### src/rtl/inbuf_pkg.sv
// Shared definitions for the input-buffer arbiter slice.
// Holds the input BRAM geometry, the fixed read latency seen by the window generator,
// and the op encoding used by the grant logic.
package inbuf_pkg;

  localparam int unsigned DATA_W = 24;
  localparam int unsigned ADDR_W = 17;
  localparam int unsigned WIDTH  = 480;
  localparam int unsigned HEIGHT = 5;
  localparam int unsigned DEPTH  = WIDTH * HEIGHT;

  // Handshake cycle to rd_valid cycle.
  localparam int unsigned RD_LAT = 3;

  typedef enum logic [1:0] {
    OP_IDLE = 2'd0,
    OP_RD   = 2'd1,
    OP_WR   = 2'd2
  } op_e;

endpackage

### src/rtl/inbuf_port_arbiter_if.sv
// Bus bundle between the requesters, the arbiter and the input BRAM.
// master: requester/BRAM side (drives requests, addresses, write data and mem_dout).
// slave : arbiter side (drives grants, read return, BRAM port and starve status).
//   rd_req/rd_addr/rd_gnt/rd_data/rd_valid : window generator read channel
//   wr_req/wr_addr/wr_data/wr_gnt          : strip loader write channel
//   mem_cs/mem_we/mem_addr/mem_din/mem_dout: single BRAM port
//   starve                                  : writer-forced arbitration active
interface inbuf_port_arbiter_if #(
  parameter int unsigned DATA_W = inbuf_pkg::DATA_W,
  parameter int unsigned ADDR_W = inbuf_pkg::ADDR_W
);

  logic              rd_req;
  logic [ADDR_W-1:0] rd_addr;
  logic              rd_gnt;
  logic [DATA_W-1:0] rd_data;
  logic              rd_valid;

  logic              wr_req;
  logic [ADDR_W-1:0] wr_addr;
  logic [DATA_W-1:0] wr_data;
  logic              wr_gnt;

  logic              mem_cs;
  logic              mem_we;
  logic [ADDR_W-1:0] mem_addr;
  logic [DATA_W-1:0] mem_din;
  logic [DATA_W-1:0] mem_dout;

  logic              starve;

  modport master (
    output rd_req, rd_addr, wr_req, wr_addr, wr_data, mem_dout,
    input  rd_gnt, rd_data, rd_valid, wr_gnt, mem_cs, mem_we, mem_addr, mem_din, starve
  );

  modport slave (
    input  rd_req, rd_addr, wr_req, wr_addr, wr_data, mem_dout,
    output rd_gnt, rd_data, rd_valid, wr_gnt, mem_cs, mem_we, mem_addr, mem_din, starve
  );

endinterface

### src/rtl/inbuf_rd_pipe.sv
// Read return path: tracks accepted reads through the BRAM port and captures the pixel.
//   clk, rst : clock, asynchronous active-high reset (drops in-flight reads)
//   rd_fire  : a read transfer happens this cycle
//   mem_dout : BRAM read data
//   rd_data  : captured pixel, holds when rd_valid is low
//   rd_valid : one-cycle pulse per accepted read, RD_LAT cycles after rd_fire
module inbuf_rd_pipe #(
  parameter int unsigned DATA_W = inbuf_pkg::DATA_W
) (
  input  logic              clk,
  input  logic              rst,
  input  logic              rd_fire,
  input  logic [DATA_W-1:0] mem_dout,
  output logic [DATA_W-1:0] rd_data,
  output logic              rd_valid
);
  import inbuf_pkg::*;

  // Flag stages cover the registered BRAM address cycle and the BRAM latency cycle;
  // the capture register supplies the last cycle.
  localparam int unsigned Stages = RD_LAT - 1;

  logic [Stages-1:0] flag_q;
  logic [DATA_W-1:0] data_q;
  logic              valid_q;

  always_ff @(posedge clk or posedge rst) begin
    if (rst) begin
      flag_q  <= '0;
      valid_q <= 1'b0;
      data_q  <= '0;
    end else begin
      flag_q  <= (flag_q << 1) | Stages'(rd_fire);
      valid_q <= flag_q[Stages-1];
      if (flag_q[Stages-1]) begin
        data_q <= mem_dout;
      end
    end
  end

  assign rd_data  = data_q;
  assign rd_valid = valid_q;

endmodule

### src/rtl/inbuf_port_arbiter.sv
// Shares the single-port input BRAM between the 3x3 window generator (reads, priority)
// and the strip loader (writes, forced through after STARVE_MAX+1 waiting cycles).
//   clk : single clock
//   rst : asynchronous active-high reset
//   bus : inbuf_port_arbiter_if.slave (read/write channels, BRAM port, starve status)
module inbuf_port_arbiter #(
  parameter int unsigned DATA_W     = inbuf_pkg::DATA_W,
  parameter int unsigned ADDR_W     = inbuf_pkg::ADDR_W,
  parameter int unsigned STARVE_MAX = 8,
  parameter int unsigned CNT_W      = 8
) (
  input logic                 clk,
  input logic                 rst,
  inbuf_port_arbiter_if.slave bus
);
  import inbuf_pkg::*;

  localparam logic [CNT_W-1:0] StarveMax = CNT_W'(STARVE_MAX);

  op_e               op;
  logic [CNT_W-1:0]  cnt_q, cnt_d;
  logic              starve_q, starve_d;
  logic              mem_cs_q, mem_we_q;
  logic [ADDR_W-1:0] mem_addr_q;
  logic [DATA_W-1:0] mem_din_q;

  // Grant selection; nothing is granted while reset is held.
  always_comb begin
    op = OP_IDLE;
    if (!rst) begin
      if (starve_q && bus.wr_req) begin
        op = OP_WR;
      end else if (bus.rd_req) begin
        op = OP_RD;
      end else if (bus.wr_req) begin
        op = OP_WR;
      end
    end
  end

  assign bus.rd_gnt = (op == OP_RD);
  assign bus.wr_gnt = (op == OP_WR);

  // Wait counter for a pending write. starve follows the counter by one cycle, so a
  // continuously waiting write is forced through on its STARVE_MAX+1'th cycle; it is
  // dropped as soon as that write goes through so a follow-up write gets no free pass.
  always_comb begin
    cnt_d = cnt_q;
    if (!bus.wr_req || bus.wr_gnt) begin
      cnt_d = '0;
    end else if (cnt_q < StarveMax) begin
      cnt_d = cnt_q + CNT_W'(1);
    end
    starve_d = (cnt_q == StarveMax) && bus.wr_req && !bus.wr_gnt;
  end

  always_ff @(posedge clk or posedge rst) begin
    if (rst) begin
      cnt_q      <= '0;
      starve_q   <= 1'b0;
      mem_cs_q   <= 1'b0;
      mem_we_q   <= 1'b0;
      mem_addr_q <= '0;
      mem_din_q  <= '0;
    end else begin
      cnt_q    <= cnt_d;
      starve_q <= starve_d;
      mem_cs_q <= (op != OP_IDLE);
      mem_we_q <= (op == OP_WR);
      if (op == OP_RD) begin
        mem_addr_q <= bus.rd_addr;
      end else if (op == OP_WR) begin
        mem_addr_q <= bus.wr_addr;
        mem_din_q  <= bus.wr_data;
      end
    end
  end

  assign bus.mem_cs   = mem_cs_q;
  assign bus.mem_we   = mem_we_q;
  assign bus.mem_addr = mem_addr_q;
  assign bus.mem_din  = mem_din_q;
  assign bus.starve   = starve_q;

  inbuf_rd_pipe #(
    .DATA_W (DATA_W)
  ) u_rd_pipe (
    .clk      (clk),
    .rst      (rst),
    .rd_fire  (bus.rd_gnt),
    .mem_dout (bus.mem_dout),
    .rd_data  (bus.rd_data),
    .rd_valid (bus.rd_valid)
  );

endmodule

### src/flat_wrapper.sv
// flat-port wrapper written by rule: the top's interface ports become plain ports
module inbuf_port_arbiter_flat import inbuf_pkg::*;
#(
  parameter int unsigned DATA_W     = inbuf_pkg::DATA_W,
  parameter int unsigned ADDR_W     = inbuf_pkg::ADDR_W,
  parameter int unsigned STARVE_MAX = 8,
  parameter int unsigned CNT_W      = 8
)
  (clk, rst, bus_rd_req, bus_rd_addr, bus_wr_req, bus_wr_addr, bus_wr_data, bus_mem_dout, bus_rd_gnt, bus_rd_data, bus_rd_valid, bus_wr_gnt, bus_mem_cs, bus_mem_we, bus_mem_addr, bus_mem_din, bus_starve);
  inbuf_port_arbiter_if #(.DATA_W(DATA_W), .ADDR_W(ADDR_W)) bus_i ();
  input logic clk;
  input logic rst;
  input wire logic [$bits(bus_i.rd_req)-1:0] bus_rd_req;
  input wire logic [$bits(bus_i.rd_addr)-1:0] bus_rd_addr;
  input wire logic [$bits(bus_i.wr_req)-1:0] bus_wr_req;
  input wire logic [$bits(bus_i.wr_addr)-1:0] bus_wr_addr;
  input wire logic [$bits(bus_i.wr_data)-1:0] bus_wr_data;
  input wire logic [$bits(bus_i.mem_dout)-1:0] bus_mem_dout;
  output wire logic [$bits(bus_i.rd_gnt)-1:0] bus_rd_gnt;
  output wire logic [$bits(bus_i.rd_data)-1:0] bus_rd_data;
  output wire logic [$bits(bus_i.rd_valid)-1:0] bus_rd_valid;
  output wire logic [$bits(bus_i.wr_gnt)-1:0] bus_wr_gnt;
  output wire logic [$bits(bus_i.mem_cs)-1:0] bus_mem_cs;
  output wire logic [$bits(bus_i.mem_we)-1:0] bus_mem_we;
  output wire logic [$bits(bus_i.mem_addr)-1:0] bus_mem_addr;
  output wire logic [$bits(bus_i.mem_din)-1:0] bus_mem_din;
  output wire logic [$bits(bus_i.starve)-1:0] bus_starve;
  assign bus_i.rd_req = bus_rd_req;
  assign bus_i.rd_addr = bus_rd_addr;
  assign bus_i.wr_req = bus_wr_req;
  assign bus_i.wr_addr = bus_wr_addr;
  assign bus_i.wr_data = bus_wr_data;
  assign bus_i.mem_dout = bus_mem_dout;
  assign bus_rd_gnt = bus_i.rd_gnt;
  assign bus_rd_data = bus_i.rd_data;
  assign bus_rd_valid = bus_i.rd_valid;
  assign bus_wr_gnt = bus_i.wr_gnt;
  assign bus_mem_cs = bus_i.mem_cs;
  assign bus_mem_we = bus_i.mem_we;
  assign bus_mem_addr = bus_i.mem_addr;
  assign bus_mem_din = bus_i.mem_din;
  assign bus_starve = bus_i.starve;
  inbuf_port_arbiter #(.DATA_W(DATA_W), .ADDR_W(ADDR_W), .STARVE_MAX(STARVE_MAX), .CNT_W(CNT_W)) u_core (.clk(clk), .rst(rst), .bus(bus_i));
endmodule
### config.mk
export PLATFORM = sky130hd
export DESIGN_NAME = inbuf_port_arbiter_flat
export DESIGN_NICKNAME = d
export VERILOG_FILES = /design/src/rtl/inbuf_pkg.sv /design/src/rtl/inbuf_port_arbiter_if.sv /design/src/rtl/inbuf_rd_pipe.sv /design/src/rtl/inbuf_port_arbiter.sv /design/src/flat_wrapper.sv
export SDC_FILE = /design/constraint.sdc
export NUM_CORES = 1
export LEC_CHECK = 0
export ABC_AREA = 1
export CAP_MARGIN = 0
export CELL_PAD_IN_SITES_DETAIL_PLACEMENT = 0
export CELL_PAD_IN_SITES_GLOBAL_PLACEMENT = 1
export CORE_AREA = 2 2 123 89
export DETAILED_ROUTE_END_ITERATION = 10
export DIE_AREA = 0 0 125 91
export PLACE_DENSITY = 0.88
export SYNTH_ARGS = -nofsm -noshare
export SYNTH_HDL_FRONTEND = slang
export SYNTH_SLANG_ARGS = --single-unit
### constraint.sdc
create_clock -name clk -period 11.2 [get_ports clk]
set_clock_uncertainty 0.05 [all_clocks]
set_input_delay 2.8 -clock clk [delete_from_list [all_inputs] [get_ports clk]]
set_output_delay 2.8 -clock clk [all_outputs]
set_load 0.01 [all_outputs]
==> impl_metrics.toml <==
[status]
status = "finished clean"

[placed_design]
post-dp-hpwl_um = 5960
place_congestion = 0.744
dp_cells = 543
pre_cts_slack_ps = 2450
placed_area_um2 = 5010
port_buffers = 156

[detailed_routing]
drtAntennaViolNets = 0
viasPerCell = 4.41
num_vias = 2460
drt-initial-drc-count = 121
firstDrtPassIters = 4
drc = 0
routedWlPerCell_um = 14.6
routed_wirelength_um = 8160

[cells_and_area]
instances_no_fill = 558
diodes = 0
multiInputGateArea_um2 = 1210
regArea_um2 = 1980
drive_above_1_share_pct = 16.7
n_fill_cell = 887
fin_nets = 513
final_area_um2 = 5290
area_delta_synth_final_pct = 56.4

[grt]
grt_pass1_vias = 2559
overflow = 0
grt_pass1_wl_um = 13400
grt_max_degree = 81
grt_antenna_before_repair = 0
grt.total_usage_pct = 14.9

[worst_setup_path]
crit_path_frequent_cell = "clkdlybuf4s50_1"
worstPathRequired_ps = 8350
end_kind = "output pin"
cp_slowest_cell = "buf_4"
cp_max_fo = 80
critPathArrivalTime_ps = 5760
worstPathCellList = "clkdlybuf4s50_1 -> clkinv_2 -> buf_4 -> nand3_1 -> inv_1 -> ha_1 -> clkdlybuf4s50_1"
r2r-start = "u_core.bus.starve"
worstSetupPathType = "in2out"
cp-startpoint = "rst"
cpPeakStageDelay_ps = 740
cp-start-kind = "input pin"

[timing]
setup_tns_ps = 0
period_share_pct = 76.8
rsz0062_at_grt = "no"
slew_headroom_pct = 32.7
finalHoldViolations = 0
period_needed_ps = 8610
slew_violations = 0
setup_slack_ps = 2590
setup_viol = 0
tightest_slew_ps = 1010
fmax_mhz = 116

[logic_synthesis]
synth_area_per_cell_um2 = 12.8
yosysTopAreaCell = "dfrtp_1"
yosysSeqAreaShare_pct = 58.4
ys_types = 17
synth_area_leaders = "dfrtp_1, mux2_4, nand2_1"
synth_fp_nets = 356
yosysWarnings = 0
synth_cells = 265
synth_seq_cells = 79
synth_area_um2 = 3390
netlist.area_leader.share_pct = 58.4

[cts]
clkTransAtPathRegs_ps = 60
cts_buffers = 9
cts_tree = "done"
cts_root_buf = "clkbuf_16"
holdBufCountCts = 0
htreeDepth = 3
worstSkewPairLatency_ps = 320
cts_resized = 0
cts_setup_buffers = 0
clock-sinks = 79
cts_buffer_depth = 2

[power_and_ir_drop]
finalPower_mw = 0.878
peakVddDrop_v = 0.0000827
power_density_nw_per_um2 = 166
p_leak_nw = 2.33

[floorplanning]
boundaryPins = 157
rows = 31
core_region_area_um2 = 10200
die_y_um = 91
die_area_um2 = 11400
start_util_pct = 33.3
fp.dieW_um = 125

[job]
drv_cap = 0

[hold_path]
hp-start = "u_core.u_rd_pipe.flag_q[0]"
hp-class = "reg2reg"
Yosys cell counts, drive strengths merged:
library cell / number
a21oi: 1
nand2: 47
nand4: 1
dfrtp: 79
o21ai: 1
buf: 13
inv: 18
nand3: 7
a31oi: 17
mux2: 48
nor2: 28
ha: 5
sequential cells by signal, indices dropped and copies added, names as in the netlist:
name                       flops
u_core.bus.mem_addr           17
u_core.bus.mem_cs              1
u_core.bus.mem_din            24
u_core.bus.mem_we              1
u_core.bus.starve              1
u_core.cnt_q                   8
u_core.u_rd_pipe.flag_q        2
u_core.u_rd_pipe.rd_data      24
u_core.u_rd_pipe.rd_valid      1
final timing paths:
kind	endpoint	slack, ps	depth (start not counted)
setup / recovery	bus_rd_gnt	2590	7
max in group asynchronous	u_core.bus.mem_addr[15]	7370	3
setup reg to reg	u_core.bus.mem_addr[15]	9050	6
hold / removal	u_core.u_rd_pipe.flag_q[1]	290	0
min in group asynchronous	u_core.u_rd_pipe.rd_data[21]	3090	3
hold reg to reg	u_core.u_rd_pipe.flag_q[1]	290	0
per-stage QoR:
| stage | hold slack [ps] | util (%) |
|---|---|---|
| after CTS | 290 | 52.1 |
| after detailed placement | 285 | 49.3 |
| after global placement | 284 | 49.3 |
| after floorplan | 281 | - |
| final | 291 | 52.1 |
| after global routing | 310 | 52.1 |
cell families after synthesis:
logic type | share of synthesized area [%]
compound gates | 3.44
fa+ha+maj | 1.85
buf+inv | 5.91
flops | 58.4
mux | 20.4
simple gates | 10.0
where the power goes:
part           internal [mW]  switching, mW
clock network          0.171          0.109
registers              0.333         0.0287
logic                  0.154         0.0817
total                  0.658          0.220
cell usage in the layout (no fill, tap or decap), drive strengths merged:
cell type / n
nand3: 7
bufinv: 1
dfrtp: 79
clkdlybuf4s50: 156
clkbuf: 9
a31oi: 17
a21oi: 1
ha: 5
o21ai: 1
inv: 17
nand2: 47
clkinv: 6
nor2: 28
mux2: 48
buf: 3
nand4: 1
layer usage:
layer  part of all wire [%]  vias up  global-route usage [%]
met2                     45      113                    22.6
met1                     47     1150                    20.6
met3                    6.9       13                    4.77
met4                    1.2        0                    3.89
met5                      0        -                       0
li1                       -     1184                       -
critical path: cells and delay by family:
| family | cells | cell delay [ps] |
|---|---|---|
| adders and majority gates | 1 | 650 |
| buffers and inverters | 5 | 2030 |
| and+or+nand+nor | 1 | 270 |
cell type report:
cell class,count,area share (%)
multi-input combinational,155,22.9
clock inverter,6,1.18
sequential,79,37.3
tap,132,3.12
timing repair buffer,159,29.9
inverter,18,1.30
clock buffer,9,4.25
No activity file was read; power rests on OpenSTA's default activity.
